### src/rtl/sha256_padder.sv
// SHA-256 message padder: forwards message bytes, then appends 0x80, zero
// fill and the 64-bit big-endian bit length so the stream is a multiple of
// 64 bytes. Feeds sha256_processor directly; out_last drives its data_last.
module sha256_padder #(
    parameter int CNT_W = 32
) (
    input  logic       clk,
    input  logic       rst,
    input  logic       start,
    input  logic       empty_msg,
    input  logic [7:0] in_data,
    input  logic       in_valid,
    input  logic       in_last,
    output logic       in_ready,
    output logic [7:0] out_data,
    output logic       out_valid,
    output logic       out_last,
    input  logic       out_ready,
    output logic       busy,
    output logic       done
);

    typedef enum logic [2:0] {
        S_IDLE,
        S_PASS,
        S_PAD80,
        S_ZERO,
        S_LEN,
        S_DONE
    } state_t;

    state_t           state;
    logic [5:0]       pos;
    logic [CNT_W-1:0] cnt;

    logic [63:0] len_bits;
    logic [2:0]  len_sel;
    logic [5:0]  pos_inc;
    logic        out_fire;

    // Bit length = byte count * 8, zero-extended to 64 bits.
    assign len_bits = 64'({cnt, 3'b000});
    // Length bytes occupy pos 56..63; pos[2:0] is the byte index, MSB first.
    assign len_sel  = 3'd7 - pos[2:0];
    assign pos_inc  = pos + 6'd1;
    // In PASS out_valid mirrors in_valid and in_ready mirrors out_ready, so an
    // output transfer there is also the input transfer.
    assign out_fire = out_valid && out_ready;

    // Output decode from registered state/pos/cnt; PASS is a zero-latency
    // pass-through, so its outputs follow the input handshake directly.
    always_comb begin
        out_data  = '0;
        out_valid = 1'b0;
        out_last  = 1'b0;
        in_ready  = 1'b0;
        done      = 1'b0;
        busy      = (state != S_IDLE);
        case (state)
            S_PASS: begin
                out_data  = in_data;
                out_valid = in_valid;
                in_ready  = out_ready;
            end
            S_PAD80: begin
                out_data  = 8'h80;
                out_valid = 1'b1;
            end
            S_ZERO: begin
                out_valid = 1'b1;
            end
            S_LEN: begin
                out_data  = len_bits[{len_sel, 3'b000} +: 8];
                out_valid = 1'b1;
                out_last  = (pos == 6'd63);
            end
            S_DONE: begin
                done = 1'b1;
            end
            default: ;
        endcase
    end

    // State machine with the shared byte-position and message-byte counters.
    always_ff @(posedge clk or posedge rst) begin
        if (rst) begin
            state <= S_IDLE;
            pos   <= '0;
            cnt   <= '0;
        end else begin
            case (state)
                S_IDLE: begin
                    if (start) begin
                        pos   <= '0;
                        cnt   <= '0;
                        state <= empty_msg ? S_PAD80 : S_PASS;
                    end
                end
                S_PASS: begin
                    if (out_fire) begin
                        pos <= pos_inc;
                        cnt <= cnt + CNT_W'(1);
                        if (in_last) state <= S_PAD80;
                    end
                end
                S_PAD80, S_ZERO: begin
                    // Zero fill wraps through pos 0 into the next block when
                    // 0x80 landed past byte 55.
                    if (out_fire) begin
                        pos   <= pos_inc;
                        state <= (pos_inc == 6'd56) ? S_LEN : S_ZERO;
                    end
                end
                S_LEN: begin
                    if (out_fire) begin
                        pos <= pos_inc;
                        if (pos == 6'd63) state <= S_DONE;
                    end
                end
                S_DONE: begin
                    state <= S_IDLE;
                end
                default: begin
                    state <= S_IDLE;
                end
            endcase
        end
    end

endmodule

### config.mk
export PLATFORM = sky130hd
export DESIGN_NAME = sha256_padder
export DESIGN_NICKNAME = d
export VERILOG_FILES = /design/src/rtl/sha256_padder.sv
export SDC_FILE = /design/constraint.sdc
export NUM_CORES = 1
export LEC_CHECK = 0
export CAP_MARGIN = 25
export CORE_MARGIN = 5
export CORE_UTILIZATION = 55
export CTS_CLUSTER_SIZE = 40
export DETAILED_ROUTE_END_ITERATION = 7
export PLACE_DENSITY = 0.83
export SYNTH_ARGS = -nofsm -noshare
export SYNTH_HDL_FRONTEND = slang
export SYNTH_SLANG_ARGS = --single-unit
export TNS_END_PERCENT = 30
### constraint.sdc
create_clock -name clk -period 2.4 [get_ports clk]
set_input_delay 0.36 -clock clk [delete_from_list [all_inputs] [get_ports clk]]
set_output_delay 0.36 -clock clk [all_outputs]
set_load 0.005 [all_outputs]
==> metrics.csv, run 1 <==
metric,value,unit
status,"finished, violations left",
failing checks,negative setup slack,
DR pass1 iterations,4,
Final Max Slew Viols,0,
clk_lat worst skew,0.30,ns
"Cell Count, Final, Fillers Out",410,
DP Cell Count,399,
Synth top cells by count,"dfrtp_1, a21oi_1, nand2_1, or4_1",
CTS HTree Levels,2,
unrepaired setup endpoints after global routing,yes,
pwr dens,721,nW/µm²
Critical Path AT,2.10,ns
Routed Antenna Nets,0,
Site Rows,25,
Antenna diodes,0,
"Reg clk slew, reported paths",0.08,ns
mux contribution to synthesized area,6.81,%
Synth area leader,dfrtp_1,
Simple-Gate Fraction of Synth Area,25.6,%
Yosys reg bits,41,
Area contributors post-synth,"dfrtp_1, a21oi_1, or4_1, o31ai_1, mux4_2",
die extent in y,80.1,µm
clock skew,0.00968,ns
cts bufs inserted,5,
Vias/cell,6.53,
Peak VDD IR,0.435,mV
most frequent cell after synthesis,dfrtp_1,
worst-margin pin slew,0.537,ns
"Avg Cell Area, Syn",8.95,µm²
xor/xnor share of the synthesized area,0.972,%
FF/Latch Area,1030,µm²
Starting DRT DRC Count,295,
initial core utilization,56.8,%
Syn Inst Count,302,
total power,2.38,mW
area of the multi-input gates,1610,µm²
GP Congestion,0.933,
CTS tree,done,
dominant combinational cell family by area after synthesis,simple AND/OR/NAND/NOR gates,
Max Cap Viol,0,
vias in the first global route,2505,
Ys Warns,0,
Post-Route WL,7600,µm
post-synthesis net count,319,
via count,2677,
Worst Setup Start Kind,flop,
final-stage net count,360,
fraction of registers with async set/reset,100,%
Top Ports,28,
CTS Buffer Depth,2,
CORE AREA,4750,µm²
Yosys top cell area share,38.0,%
CTS Root Cell,clkbuf_8,
routed length per instance,18.5,µm
ys flop type,dfrtp_1,
initial antenna violation count,0,
register area share after synthesis,38.0,%
fmax,406,MHz
P_leak,1.36,nW
Critical Path End Type,output pin,
"Setup violations, final",1,
critical path required time,2.04,ns
Syn-to-layout area delta,22.3,%
largest net degree at the start of global routing,42,
Port Buffers,27,
GR Overflow Total,0,
final worst slack,-0.0631,ns
Clock Sinks,41,
Remaining DRCs,0,
CP Class,reg -> out,
die area,6420,µm²
gr usage total,25.1,%
first-pass GRT wire length,12500,µm
Fin. Hold Viols,0,
worst-path fanout max,7,
min Tclk post-route,2.46,ns
relative slew slack,64.2,%
number of fillers in the final layout,391,
adder-cell share of the synthesized area,0.926,%
"Cell Area, Synth",2700,µm²
Post-synth EDFFs,0,
layout cells sized above 1,15.2,%
cts hold-fix bufs,0,
Hold WC Path Type,in -> async,
die width,80.1,µm
compound-gate portion of the synthesized area,23.6,%
fin crit share,103,%
DP HPWL,5310,µm
post-synth cell types,55,
-- where the power goes --
part	internal [mW]	switching (mW)	leakage (nW)
registers	0.779	0.176	0.556
logic	0.475	0.490	0.755
clock network	0.228	0.233	0.0443
-- state kept, by name (all words and copies together), names as in the netlist --
signal  count
state       3
pos         6
cnt        32
-- placed cells by master (no fill, tap or decap), types with 7 or more instances in the layout --
cell type | synthesis | final
buf_4 | 1 | 23
nand4_1 | 7 | 7
or3_1 | 8 | 8
nor2_1 | 11 | 10
nand2_1 | 25 | 25
o21ai_0 | 16 | 13
inv_1 | 9 | 9
clkdlybuf4s50_1 | 0 | 20
o31ai_1 | 17 | 17
nand3_1 | 17 | 16
a21oi_1 | 33 | 33
or4_1 | 18 | 18
dfrtp_1 | 41 | 38
-- cell families (layout without fill, tap and decap cells) --
kind of cell | count (synthesis) | in the layout
xor gates and xnor gates | 3 | 3
buffers and inverters | 26 | 67
adders and majority gates | 2 | 2
muxes | 12 | 12
and+or+nand+nor | 121 | 121
AOI/OAI and AO/OA | 97 | 97
DFF | 41 | 41
-- stage by stage --
stage          setup WS (ns)  hold slack [ns]  TNS, ns  instance area, µm²  util [%]
2_1_floorplan          0.451            0.495        0                2700         -
3_3_place_gp           0.104            0.525        0                3130      65.8
3_5_place_dp          0.0478            0.540        0                3130      65.8
4_1_cts              -0.0175            0.537  -0.0478                3240      68.2
5_1_grt               -0.149            0.580   -0.270                3300      69.5
6_report             -0.0631            0.513  -0.0631                3300      69.5
-- timing repair --
item                                    in CTS  in global routing
hold endpoints to repair                     0                  0
endpoints found under the setup margin       9                  7
gates resized for setup                     10                 13
setup buffers                                0                  4
pin swaps                                    1                  4
-- final timing paths --
path | start | endpoint | slack, ns | depth (start not counted)
max | pos[0]$_DFFE_PP0P_ | out_data[7] | -0.06 | 4
min | rst | cnt[13]$_DFFE_PP0P_ | 0.51 | 3
max reg2reg | cnt[0]$_DFFE_PP0P_ | cnt[10]$_DFFE_PP0P_ | 0.26 | 6
min reg2reg | cnt[31]$_DFFE_PP0P_ | cnt[31]$_DFFE_PP0P_ | 0.55 | 2
max in group asynchronous | rst | cnt[12]$_DFFE_PP0P_ | 1.48 | 3
min in group clk | cnt[31]$_DFFE_PP0P_ | cnt[31]$_DFFE_PP0P_ | 0.55 | 2
-- final cells by class --
| type | instances | area share, % |
|---|---|---|
| inverter | 9 | 1.02 |
| sequential | 41 | 31.2 |
| timing repair buffer | 51 | 14.0 |
| clock buffer | 7 | 2.61 |
| multi-input combinational | 235 | 48.6 |
| tap | 67 | 2.54 |
-- critical path: stages, from the launching register on --
cell and delay, ns:
dfrtp_2 0.47, mux4_2 0.55, a31oi_1 0.21, o21ai_0 0.12, clkdlybuf4s50_1 0.46
-- metal layers --
metal | wire length [µm] | GRT usage (%)
met3 | 628 | 4.48
met2 | 3530 | 39.0
met4 | 206 | 8.95
met1 | 3240 | 35.0
met5 | 0 | 0
No activity file was read; power rests on OpenSTA's default activity.
==> inputs of run 2 (changes only) <==
--- a/config.mk
+++ b/config.mk
@@ -6,11 +6,13 @@
 export NUM_CORES = 1
 export LEC_CHECK = 0
 export CAP_MARGIN = 25
+export CELL_PAD_IN_SITES_DETAIL_PLACEMENT = 2
+export CELL_PAD_IN_SITES_GLOBAL_PLACEMENT = 2
 export CORE_MARGIN = 5
-export CORE_UTILIZATION = 55
+export CORE_UTILIZATION = 35
 export CTS_CLUSTER_SIZE = 40
 export DETAILED_ROUTE_END_ITERATION = 7
-export PLACE_DENSITY = 0.83
+export PLACE_DENSITY = 0.84
 export SYNTH_ARGS = -nofsm -noshare
 export SYNTH_HDL_FRONTEND = slang
 export SYNTH_SLANG_ARGS = --single-unit
==> run 2 against run 1 <==
Largest power group unchanged. Sequential cell count unchanged. Design area up 4.4%. The flow still finishes with violations (negative setup slack). Critical endpoint is now out_data[0]. Clock power up 4.6%.
==> metrics.csv, run 2 (same netlist as run 1, synthesis figures left out) <==
metric,value,unit
GR Util met1,30.9,%
DP HPWL,7740,µm
CP Buf/Inv Count,1,
fin crit share,101,%
critical path required time,2.04,ns
Remaining DRCs,0,
unrepaired setup endpoints after global routing,yes,
Final Cell Area,3450,µm²
placed cell area,3250,µm²
CTS Buffer Depth,2,
die extent in y,97.9,µm
area of the multi-input gates,1630,µm²
pre-CTS worst setup slack,-0.0716,ns
Worst path depth,5,
CTS tree,done,
"commonest non-fill, non-tap cell in the layout",dfrtp_1,
Biggest register,cnt,
Hold WC Path Type,in -> async,
gr usage total,24.5,%
min Tclk post-route,2.42,ns
Starting DRT DRC Count,191,
layout cells sized above 1,19.2,%
clk_lat worst skew,0.30,ns
first-pass GRT wire length,18500,µm
CP Cell Sequence,mux2i_1 > nor2_1 > a21oi_1 > o21ai_2 > clkdlybuf4s50_1,
initial core utilization,35.5,%
worst r2r src,cnt[0]$_DFFE_PP0P_,
worst-path fanout max,15,
hold slack,0.516,ns
pwr dens,750,nW/µm²
die area,9580,µm²
CORE AREA,7610,µm²
reg-to-reg setup timing slack,0.12,ns
"commonest cells after routing, fill and taps aside","dfrtp_1, a21oi_1, buf_4",
cts hold-fix bufs,0,
Vias/cell,6.43,
routed length per instance,25.1,µm
Peak VDD IR,0.209,mV
Site Rows,32,
largest net degree at the start of global routing,42,
final worst slack,-0.0214,ns
total power,2.58,mW
die width,97.9,µm
via count,2940,
CP Launch Point,pos[1]$_DFFE_PP0P_,
Top Ports,28,
Reg2Reg Depth,5,
GR Overflow Total,0,
Critical Path End Type,output pin,
fin util,45.3,%
CP max stage cell,dfrtp_4,
Critical Path AT,2.06,ns
reg2reg end,cnt[28]$_DFFE_PP0P_,
"Reg clk slew, reported paths",0.09,ns
cts bufs inserted,5,
failing checks,negative setup slack,
Post-Route WL,11500,µm
initial antenna violation count,0,
CTS HTree Levels,2,
status,"finished, violations left",
top flop regs,"cnt (32), pos (6), state (3)",
gr busiest metal,met2,
"Cell Count, Final, Fillers Out",457,
"Setup violations, final",1,
Syn-to-layout area delta,27.6,%
final setup TNS,-0.0214,ns
FF/Latch Area,1030,µm²
CP Class,reg -> out,
Fin. Hold Viols,0,
crit-path max cell delay,0.59,ns
Worst setup endpoint,out_data[0],
met3 GRT Util,4.64,%
CTS Root Cell,clkbuf_8,
number of fillers in the final layout,815,
vias in the first global route,3197,
final-stage net count,371,
DR pass1 iterations,4,
Port Buffers,27,
DP Cell Count,444,
relative slew slack,62.1,%
met2 Use GR,42.4,%
Largest register FFs,32,
Clock Sinks,41,
Worst Setup Start Kind,flop,
Final Max Slew Viols,0,
worst-margin pin slew,0.554,ns
P_leak,1.36,nW
family with the most delay on the worst path,flip-flops,
Max Cap Viol,0,
GP Congestion,0.806,
clock skew,0.00377,ns
fmax,413,MHz
Routed Antenna Nets,0,
Antenna diodes,0,
run 2: changes by cell type in the layout (fill, tap and decap cells not counted), moves of 2 or more:
cell,previous run,this run
buf_4,23,31
dlymetal6s2s_1,5,0
dlygate4sd2_1,2,6
buf_6,1,4
clkinv_2,0,2
dfrtp_2,3,1
nand2_1,25,23
nand2_2,0,2
run 2: worst min-delay path by stage:
stage	slack, ns	cells after the start	startpoint	endpoint
after floorplan	0.49	1	pos[5]$_DFFE_PP0P_	pos[5]$_DFFE_PP0P_
after global placement	0.52	1	pos[5]$_DFFE_PP0P_	pos[5]$_DFFE_PP0P_
after detailed placement	0.53	1	pos[5]$_DFFE_PP0P_	pos[5]$_DFFE_PP0P_
after CTS	0.54	3	rst	cnt[29]$_DFFE_PP0P_
after global routing	0.60	3	rst	cnt[27]$_DFFE_PP0P_
final	0.52	3	rst	cnt[29]$_DFFE_PP0P_
run 2: where the power goes:
part	switching, mW	internal (mW)	leakage, nW
clock	0.280	0.202	0.0439
sequential	0.179	0.782	0.557
combinational	0.610	0.532	0.761
run 2: cell type report:
class	count	area share [%]
Multi-Input combinational cell	235	47.2
Sequential cell	41	29.9
Timing Repair Buffer	62	15.7
Tap cell	102	3.70
Clock buffer	5	2.00
Inverter	9	0.980
Clock inverter	3	0.508
run 2: worst register-to-register path, cell delays in order (launching register included):
cell and delay [ns]:
dfrtp_1 0.44, ha_1 0.28, nand2_1 0.13, a2111o_2 0.58, or4_1 0.56, a21oi_1 0.21
run 2: what timing repair did:
item                                    4_1_cts  5_1_grt
pin swaps                                     4        2
endpoints found under the setup margin       10        5
setup buffers                                 2        3
gates resized for setup                      26        5
run 2: layer usage:
metal  wire length (µm)  share of wire [%]
met2               5700                 50
met4                416                3.6
met5                  0                  0
met3                565                4.9
met1               4780                 42
